==> config.mk <==
export PLATFORM = sky130hd
export DESIGN_NAME = neogeo_csync_gen
export DESIGN_NICKNAME = d
export VERILOG_FILES = /design/src/rtl/neogeo_csync_gen.sv
export SDC_FILE = /design/constraint.sdc
export NUM_CORES = 1
export LEC_CHECK = 0
export ABC_AREA = 1
export BUFFER_PORTS_ARGS = -buffer_cell sky130_fd_sc_hd__buf_4
export CORE_ASPECT_RATIO = 1.25
export CORE_MARGIN = 1.5
export CORE_UTILIZATION = 61
export DETAILED_ROUTE_END_ITERATION = 12
export GPL_ROUTABILITY_DRIVEN = 0
export PLACE_DENSITY_LB_ADDON = 0.05
export SYNTH_ARGS = -nofsm -noshare
export SYNTH_HDL_FRONTEND = slang
export SYNTH_SLANG_ARGS = --single-unit
==> constraint.sdc <==
create_clock -name VCLK_i -period 4.5 [get_ports VCLK_i]
set_input_delay 0.675 -clock VCLK_i [delete_from_list [all_inputs] [get_ports VCLK_i]]
set_output_delay 0.675 -clock VCLK_i [all_outputs]
set_load 0.02 [all_outputs]
==> src/rtl/neogeo_csync_gen.sv <==
// Free-running NeoGeo-format timing generator: composite sync plus colour-bar test pattern.
// Define NEOGEO_CSYNC_EQU_EN for equalization/serration pulses; otherwise only the VSYNC lines differ.
module neogeo_csync_gen #(
  parameter int unsigned H_TOTAL     = 384,
  parameter int unsigned H_SYNCLEN   = 29,
  parameter int unsigned H_BACKPORCH = 28,
  parameter int unsigned H_ACTIVE    = 320,
  parameter int unsigned V_TOTAL     = 264,
  parameter int unsigned V_SYNCLEN   = 3,
  parameter int unsigned V_BACKPORCH = 21,
  parameter int unsigned V_ACTIVE    = 224,
  parameter int unsigned EQU_LINES   = 3
) (
  input  logic        VCLK_i,
  input  logic        RST_i,
  input  logic        ENABLE_i,
  output logic        CSYNC_o,
  output logic [4:0]  R_o,
  output logic [4:0]  G_o,
  output logic [4:0]  B_o,
  output logic        DARK_o,
  output logic        SHADOW_o,
  output logic        DE_o,
  output logic [15:0] frame_ctr
);

  localparam int unsigned CW     = 9;
  localparam int unsigned BAR_W  = 40;
  localparam int unsigned H_ACT0 = H_SYNCLEN + H_BACKPORCH;
  localparam int unsigned H_ACT1 = H_ACT0 + H_ACTIVE;
  localparam int unsigned VS0    = EQU_LINES;
  localparam int unsigned VS1    = VS0 + V_SYNCLEN;
  localparam int unsigned V_ACT0 = VS1 + V_BACKPORCH;
  localparam int unsigned V_ACT1 = V_ACT0 + V_ACTIVE;
  localparam int unsigned V_DARK = V_ACT0 + V_ACTIVE / 2;
`ifdef NEOGEO_CSYNC_EQU_EN
  localparam int unsigned HALF   = H_TOTAL / 2;
  localparam int unsigned EQW    = H_SYNCLEN / 2;
  localparam int unsigned POST1  = VS1 + EQU_LINES;
`endif

  logic [CW-1:0] h_ctr;
  logic [CW-1:0] v_ctr;
  logic          run_c;
  logic          h_last_c;
  logic          v_last_c;
  logic          vsync_c;
  logic          sync_low_c;
  logic          de_c;
  logic          dark_c;
  logic [CW-1:0] x_c;
  logic [2:0]    bar_c;

  assign run_c    = ENABLE_i && !RST_i;
  assign h_last_c = (h_ctr == CW'(H_TOTAL - 1));
  assign v_last_c = (v_ctr == CW'(V_TOTAL - 1));

  // Line/frame counters; disable aborts the frame and parks at the origin
  always_ff @(posedge VCLK_i) begin
    if (!run_c) begin
      h_ctr <= '0;
      v_ctr <= '0;
    end else if (h_last_c) begin
      h_ctr <= '0;
      v_ctr <= v_last_c ? '0 : v_ctr + CW'(1);
    end else begin
      h_ctr <= h_ctr + CW'(1);
    end
  end

  // Completed-frame count survives disable, cleared only by reset
  always_ff @(posedge VCLK_i) begin
    if (RST_i) begin
      frame_ctr <= '0;
    end else if (ENABLE_i && h_last_c && v_last_c) begin
      frame_ctr <= frame_ctr + 16'd1;
    end
  end

  assign vsync_c = (v_ctr >= CW'(VS0)) && (v_ctr < CW'(VS1));

  // Composite sync low window for the current line type
  always_comb begin
    sync_low_c = (h_ctr < CW'(H_SYNCLEN));
`ifdef NEOGEO_CSYNC_EQU_EN
    if (vsync_c) begin
      sync_low_c = (h_ctr < CW'(HALF - H_SYNCLEN)) ||
                   ((h_ctr >= CW'(HALF)) && (h_ctr < CW'(H_TOTAL - H_SYNCLEN)));
    end else if ((v_ctr < CW'(VS0)) || ((v_ctr >= CW'(VS1)) && (v_ctr < CW'(POST1)))) begin
      sync_low_c = (h_ctr < CW'(EQW)) ||
                   ((h_ctr >= CW'(HALF)) && (h_ctr < CW'(HALF + EQW)));
    end
`else
    if (vsync_c) begin
      sync_low_c = (h_ctr < CW'(H_TOTAL - H_SYNCLEN));
    end
`endif
  end

  assign de_c   = (h_ctr >= CW'(H_ACT0)) && (h_ctr < CW'(H_ACT1)) &&
                  (v_ctr >= CW'(V_ACT0)) && (v_ctr < CW'(V_ACT1));
  assign dark_c = (v_ctr >= CW'(V_DARK));
  assign x_c    = h_ctr - CW'(H_ACT0);

  // Bar index by threshold chain; descending so the lowest matching threshold wins
  always_comb begin
    bar_c = 3'd7;
    for (int i = 7; i >= 1; i--) begin
      if (x_c < CW'(i * BAR_W)) bar_c = 3'(i - 1);
    end
  end

  // Bars: white, yellow, cyan, green, magenta, red, blue, black
  always_ff @(posedge VCLK_i) begin
    if (!run_c) begin
      CSYNC_o  <= 1'b1;
      R_o      <= '0;
      G_o      <= '0;
      B_o      <= '0;
      DARK_o   <= 1'b0;
      SHADOW_o <= 1'b0;
      DE_o     <= 1'b0;
    end else begin
      CSYNC_o  <= ~sync_low_c;
      R_o      <= (de_c && !bar_c[1]) ? 5'd31 : 5'd0;
      G_o      <= (de_c && !bar_c[2]) ? 5'd31 : 5'd0;
      B_o      <= (de_c && !bar_c[0]) ? 5'd31 : 5'd0;
      DARK_o   <= de_c && dark_c;
      SHADOW_o <= 1'b0;
      DE_o     <= de_c;
    end
  end

endmodule

==> results of run 1 <==
==> registers in the layout, indices dropped and copies added, names as in the netlist <==
register / flops
DARK_o: 1
R_o: 1
B_o: 1
DE_o: 1
frame_ctr: 16
v_ctr: 9
h_ctr: 9
CSYNC_o: 1
G_o: 1
==> cell type report <==
class | count | area [sq um]
flip-flops and latches | 40 | 801
clock buffers | 6 | 72.6
clock inverters | 2 | 35.0
repair buffers | 36 | 270
inverters | 57 | 219
multi-input cells | 252 | 1310
fillers | 333 | 1040
well taps | 54 | 67.6
==> cells by family (layout without fill, tap and decap cells) <==
group           after synthesis  count (layout)  synth area share
simple gates                184             184             0.351
flops                        40              40             0.328
fa+ha+maj                     5               5            0.0257
other cells                   1               1           0.00154
compound gates               54              54             0.128
xor+xnor                      8               8            0.0287
buf+inv                      73             101             0.136
==> synthesized netlist by cell type, types with 3 or more instances <==
master     number  share of area
dfxtp_1        40           0.33
xor2_1          6          0.022
nand3_1        16          0.033
o2111ai_1       3          0.011
o21ai_0        10          0.021
nand4_1         9          0.023
ha_1            5          0.026
a21oi_1        31          0.064
nand2_1        85           0.13
buf_4          14          0.043
nor3_1         18          0.037
inv_1          54          0.083
nor4_1          3         0.0077
nor3_2          3          0.012
nor2_1         39          0.060
==> placed cells by master, fill, tap and decap left out <==
cell / netlist / final
a21oi_1: 31 / 31
nand2_2: 1 / 1
nor3_2: 3 / 3
clkinv_2: 0 / 1
a31o_2: 1 / 1
o21bai_1: 1 / 1
a221oi_1: 1 / 1
nor3b_1: 1 / 1
nand4_1: 9 / 9
inv_4: 2 / 2
nor4_1: 3 / 3
xor2_1: 6 / 6
dfxtp_1: 40 / 40
nor3_1: 18 / 18
inv_1: 54 / 54
a211oi_1: 2 / 2
o221a_2: 1 / 1
nor2_1: 39 / 39
o311ai_0: 2 / 2
nor2_8: 1 / 1
nor3_4: 1 / 1
xnor2_1: 2 / 2
inv_2: 1 / 1
conb_1: 1 / 1
nand3_2: 2 / 2
nor2_4: 1 / 1
ha_1: 5 / 5
o21ai_0: 10 / 10
nand2_4: 2 / 2
clkbuf_8: 0 / 5
a31oi_1: 2 / 2
buf_4: 14 / 36
bufinv_16: 0 / 1
and3_1: 2 / 2
nand3_1: 16 / 16
clkbuf_1: 2 / 1
nand2_1: 85 / 85
o2111ai_1: 3 / 3
==> through the flow <==
stage / total power (W) / hold slack (ns)
after CTS: 0.000668 / 0.504
after global placement: 0.000384 / 0.481
after detailed placement: 0.000385 / 0.492
after global routing: 0.000682 / 0.526
final: 0.000667 / 0.499
after floorplan: 0.000379 / 0.456
==> routing by layer <==
layer | up-vias | share of wire | wire length, microns
li1 | 1231 | - | -
met1 | 1065 | 0.41 | 2190
met2 | 81 | 0.51 | 2720
met3 | 12 | 0.051 | 269
met4 | 0 | 0.023 | 121
met5 | - | 0 | 0
==> worst max-delay path, cell delays in order, from the launching register on <==
cell     delay (ns)
dfxtp_1        0.44
ha_1           0.21
nand2_1        0.07
inv_1          0.11
nand2_4        0.09
nor2_8         0.18
inv_4          0.06
nor2_4         0.13
nand2_4        0.10
nor3_4         0.18
nand3_2        0.10
o21ai_0        0.18
nor2_1         0.05
==> power breakdown <==
group / leakage [nW] / internal [W] / switching, W / total, W
Combinational: 0.851 / 0.00000591 / 0.0000141 / 0.0000200
Sequential: 0.323 / 0.000355 / 0.00000147 / 0.000356
Clock: 0.0552 / 0.000165 / 0.000126 / 0.000290
==> worst min-delay path by stage <==
stage | slack [ns] | startpoint | cells after the start | to
after global routing | 0.53 | frame_ctr[15] | 2 | frame_ctr[15]
final | 0.50 | frame_ctr[12] | 2 | frame_ctr[12]
after floorplan | 0.46 | v_ctr[8] | 1 | v_ctr[8]
after global placement | 0.48 | v_ctr[8] | 1 | v_ctr[8]
after CTS | 0.50 | frame_ctr[12] | 2 | frame_ctr[12]
after detailed placement | 0.49 | frame_ctr[12] | 2 | frame_ctr[12]
==> results.md, run 1 <==
- Vias in the first global route: 2088
- CP Launch Type: register
- Pre-CTS WS: 2.49 ns
- RSZ-0062 raised after global routing: no
- First-pass GRT wire length: 8.39 mm
- GR Util met1: 0.263
- Final non-filler cell total: 447
- DR pass1 iterations: 4
- Endpoints failing setup: 0
- Via count: 2389
- Port buffer count: 36
- Post-synthesis async set-or-reset flop share: 0
- Max Cap Viol: 0
- Util after Layout: 0.726
- Worst-Margin Slew: 0.594 ns
- EDFF count, synth: 0
- Slew Limit Headroom: 0.601
- Final worst-path cycle share: 0.449
- CP arrival: 2.22 ns
- Clock Sinks: 40
- Worst Setup End Kind: register
- CP max FO: 9
- Root buffer cell: clkbuf_8
- Top FF cell, synth: dfxtp_1
- Setup bufs post-CTS: 0
- Crit path required time: 4.69 ns
- Fraction of layout instances using a drive strength above 1: 0.150
- Antenna-violating nets left: 0
- Syn. warnings: 0
- Total CTS buffers: 5
- Clock Path Buffers: 2
- Hold_buf cts: 0
- CP Capture Point: frame_ctr[13]
- Post-cts repair resize count: 0
- CTS tree: built
- Max rail drop VDD: 230 uV
- Diode count: 0
- Hold Violations, Final: 0
- CP startpoint: h_ctr[0]
- Tot GR Track Use: 0.246
- Gr ovfl total: 0
- Register-to-register setup slack: 2.48 ns
- Syn_nets: 373
- Finished Cell Area: 2770 sq um
- Crit path kind: reg2reg
- Unique masters post-synth: 35
- Reg2reg end: frame_ctr[13]
- IO Pins: 38
- Initial core utilization: 0.639
- Rows: 25
- DR vias/cell: 5.34
- FF-to-FF path depth: 12
- HP Class: reg2reg
- Status: finished, final reports clean
- Skew final: 0.00612 ns
- Synthesized area per cell: 6.68 sq um
- Reg2reg start: h_ctr[0]
- Number of antenna violations at the first check in global routing: 0
- Post-synthesis sequential area ratio: 0.328
- Nets@finish: 400
- DR WL/cell: 11.9 microns
- Worst-skew pair later-pin latency: 0.30 ns
- Max Slew Vio Count: 0
- M2 GR Usage: 0.446
- Core area: 3820 sq um
- Fin Setup TNS: 0 ns
- Final wirelength: 5.30 mm
- DRC: 0
- Area after DPL: 2660 sq um
- Die ar.: 4390 sq um
- Leak: 1.23 nW
- Area grow syn2layout: 13.6%
- Syn Inst Count: 365
- FF+latch count, synth: 40
- DP HPWL: 4.07 mm
- Die Y-Extent: 73.7 microns
- Fmax: 495 MHz
- Mapped Area: 2440 sq um
- Tmin final: 2.02 ns
- Initial DRC Count: 83
- Worst-path clk slew: 0.08 ns
- PwrDens: 241 nW/um^2
- Placed cell count: 439
- CTS H-tree lvls: 2
- Largest net degree at the start of global routing: 13
- Grt met3 use: 0.0493
- GRT Max-Usage Layer: met2
- Min setup slack post-route: 2.48 ns
- Die width: 59.6 microns
(Power assumes the default switching activity.)
==> run 2: changes to the inputs <==
--- a/config.mk
+++ b/config.mk
@@ -5,11 +5,11 @@
 export SDC_FILE = /design/constraint.sdc
 export NUM_CORES = 1
 export LEC_CHECK = 0
-export ABC_AREA = 1
+export ABC_AREA = 0
 export BUFFER_PORTS_ARGS = -buffer_cell sky130_fd_sc_hd__buf_4
 export CORE_ASPECT_RATIO = 1.25
 export CORE_MARGIN = 1.5
-export CORE_UTILIZATION = 61
+export CORE_UTILIZATION = 52
 export DETAILED_ROUTE_END_ITERATION = 12
 export GPL_ROUTABILITY_DRIVEN = 0
 export PLACE_DENSITY_LB_ADDON = 0.05
==> constraint.sdc (replaced) <==
create_clock -name VCLK_i -period 1.8 [get_ports VCLK_i]
set_input_delay 0.27 -clock VCLK_i [delete_from_list [all_inputs] [get_ports VCLK_i]]
set_output_delay 0.27 -clock VCLK_i [all_outputs]
set_load 0.02 [all_outputs]
==> results.md, run 2 <==
- Status: complete, but fails checks
- Failing checks: setup timing
- Reg with most FFs: frame_ctr
- Internal: 0.00123 W
- First-pass GRT wire length: 9.84 mm
- Max Slew Vio Count: 0
- Most common cell after layout, fill and taps aside: buf_4
- HP Class: in2reg
- DR WL/cell: 13.9 microns
- Number of flip-flops in the largest register: 16
- Port buffer count: 36
- Reg2reg end: B_o[3]
- PwrDens: 477 nW/um^2
- Die Y-Extent: 81.5 microns
- WL met3: 160 microns
- IO Pins: 38
- Tot GR Track Use: 0.236
- WL met1: 2.44 mm
- Max rail drop VDD: 388 uV
- Final worst-path cycle share: 1.10
- Clock Sinks: 40
- RSZ-0062 raised after global routing: yes
- Mapped Area: 2560 sq um
- Max Cap Viol: 0
- Reg power frac: 0.552
- Metal2 WL: 3.40 mm
- Top FF cell, synth: dfxtp_1
- Die ar.: 5360 sq um
- Final non-filler cell total: 436
- Sw frac: 0.234
- DP HPWL: 4.54 mm
- Rows: 28
- Reg2reg start: h_ctr[1]
- Ranking of synthesized cells by area: dfxtp_1 31%, xor2_1 6.1%, nor2_1 5.7%, buf_4 5.0%, xnor2_1 3.4%
- Cell taking the most area after synthesis: dfxtp_1
- Vias in the first global route: 2152
- FF+latch count, synth: 40
- Worst-skew pair later-pin latency: 0.29 ns
- Combinational share of power: 0.061
- Gr ovfl total: 0
- Worst Setup End Kind: register
- Skew final: 0.00657 ns
- DRC: 0
- Commonest non-fill, non-tap cells in the layout: 92 x buf_4, 39 x nor2_1, 33 x dfxtp_1, 21 x nand2_1, 17 x xor2_1
- Root buffer cell: clkbuf_8
- Syn. warnings: 0
- Min setup slack post-route: -0.180 ns
- EDFF count, synth: 0
- Hold_ws: 0.275 ns
- Via count: 2357
- Clock Path Buffers: 2
- Leak: 1.45 nW
- FF-to-FF path depth: 7
- Fin Setup TNS: -0.871 ns
- Syn_nets: 312
- Register-to-register setup slack: -0.18 ns
- Crit path kind: reg2reg
- Post-synthesis async set-or-reset flop share: 0
- Diode count: 0
- Nets@finish: 383
- Regs by FF count: frame_ctr x16, h_ctr x9, v_ctr x9
- Core area: 4730 sq um
- DR pass1 iterations: 4
- Synth top area share: 0.312
- Register area: 815 sq um
- Highest metal layer with signal wires: met4
- Initial core utilization: 0.542
- Count leader, synth: dfxtp_1
- Synthesized area per cell: 8.43 sq um
- # fillers: 418
- Die width: 65.8 microns
- Fmax: 505 MHz
- Endpoints failing setup: 12
- Initial DRC Count: 88
- CP startpoint: h_ctr[1]
- CTS H-tree lvls: 2
- Fraction of layout instances using a drive strength above 1: 0.399
- Syn Inst Count: 304
- Largest net degree at the start of global routing: 22
- Multi-input gate area: 1600 sq um
- Tmin final: 1.98 ns
- Total CTS buffers: 5
- Synth cell count leaders: 40 x dfxtp_1, 39 x nor2_1, 21 x nand2_1, 18 x xor2_1, 17 x buf_4
- Final wirelength: 6.06 mm
- Antenna-violating nets left: 0
- CP Capture Point: B_o[3]
- Area grow syn2layout: 31.6%
- Placed cell count: 421
- CP arrival: 2.19 ns
- Hold Violations, Final: 0
- DR vias/cell: 5.41
- CP Launch Type: register
- CTS tree: built
- Clock group share of total power: 0.387
- Crit path required time: 2.01 ns
- Number of antenna violations at the first check in global routing: 0
- P_sw: 0.000377 W
- Unique masters post-synth: 60
- CP max FO: 5
- Hold_buf cts: 0
- Post-synthesis sequential area ratio: 0.312
- Worst-path clk slew: 0.08 ns
==> run 2: final cells by class <==
type | instances | area share
Multi-Input combinational cell | 224 | 0.474
Clock inverter | 2 | 0.00297
Sequential cell | 40 | 0.241
Timing Repair Buffer | 97 | 0.227
Tap cell | 60 | 0.0223
Inverter | 7 | 0.00779
Clock buffer | 6 | 0.0245
==> run 2: worst min path at each step <==
| stage | endpoint | cells past startpoint | slack, ns | startpoint |
|---|---|---|---|---|
| 2_1_floorplan | v_ctr[5] | 2 | 0.48 | v_ctr[5] |
| 3_3_place_gp | frame_ctr[9] | 2 | 0.49 | frame_ctr[9] |
| 3_5_place_dp | frame_ctr[9] | 2 | 0.49 | frame_ctr[9] |
| 4_1_cts | frame_ctr[9] | 2 | 0.27 | RST_i |
| 5_1_grt | frame_ctr[9] | 2 | 0.29 | RST_i |
| 6_report | frame_ctr[9] | 2 | 0.28 | RST_i |
==> run 2: kinds of logic (layout without fill, tap and decap cells) <==
| group | count (synthesis) | after routing | synth area share |
|---|---|---|---|
| flip-flops | 40 | 40 | 0.312 |
| AND/OR/NAND/NOR | 130 | 130 | 0.282 |
| other | 1 | 1 | 0.00146 |
| XOR/XNOR | 29 | 29 | 0.102 |
| adder cells (fa/ha/maj) | 5 | 5 | 0.0244 |
| buffers and inverters | 40 | 112 | 0.105 |
| multiplexers | 4 | 4 | 0.0161 |
| AO/OA/AOI/OAI | 55 | 55 | 0.157 |
==> run 2: power groups by stage <==
| stage | Sequential, W | Combinational [W] | Clock, W |
|---|---|---|---|
| CTS | 0.000890 | 0.0000977 | 0.000637 |
| floorplan | 0.000912 | 0.0000639 | 0 |
| global route | 0.000890 | 0.000108 | 0.000669 |
| detailed placement | 0.000911 | 0.0000933 | 0 |
| finish | 0.000890 | 0.0000976 | 0.000623 |
| global placement | 0.000911 | 0.0000917 | 0 |
==> run 2: timing repair <==
action / CTS / global route
pin swaps: 11 / 9
endpoints found under the hold margin: 0 / 0
setup endpoints to repair: 22 / 25
setup buffers: 4 / 3
gates resized for setup: 16 / 10
==> run 2: stage by stage <==
stage	area (sq um)	power, W	worst slack [ns]	util
global placement	3130	0.00100	-0.186	0.662
detailed placement	3130	0.00100	-0.269	0.662
CTS	3300	0.00162	-0.151	0.699
finish	3370	0.00161	-0.180	0.713
floorplan	2610	0.000976	-0.224	-
global route	3370	0.00167	-0.249	0.713
==> run 2: critical path, cell delays in order, from the launching register on <==
cell and delay, ns:
dfxtp_4 0.36, or3_4 0.41, buf_4 0.17, mux2i_1 0.13
a21oi_2 0.18, o2111ai_1 0.12, a32o_1 0.26, a221oi_2 0.25
==> run 2: routing by layer <==
metal | global-route usage | vias up
met5 | 0 | -
met4 | 0.0688 | 0
met3 | 0.0370 | 5
met2 | 0.469 | 41
met1 | 0.253 | 1118
li1 | - | 1193
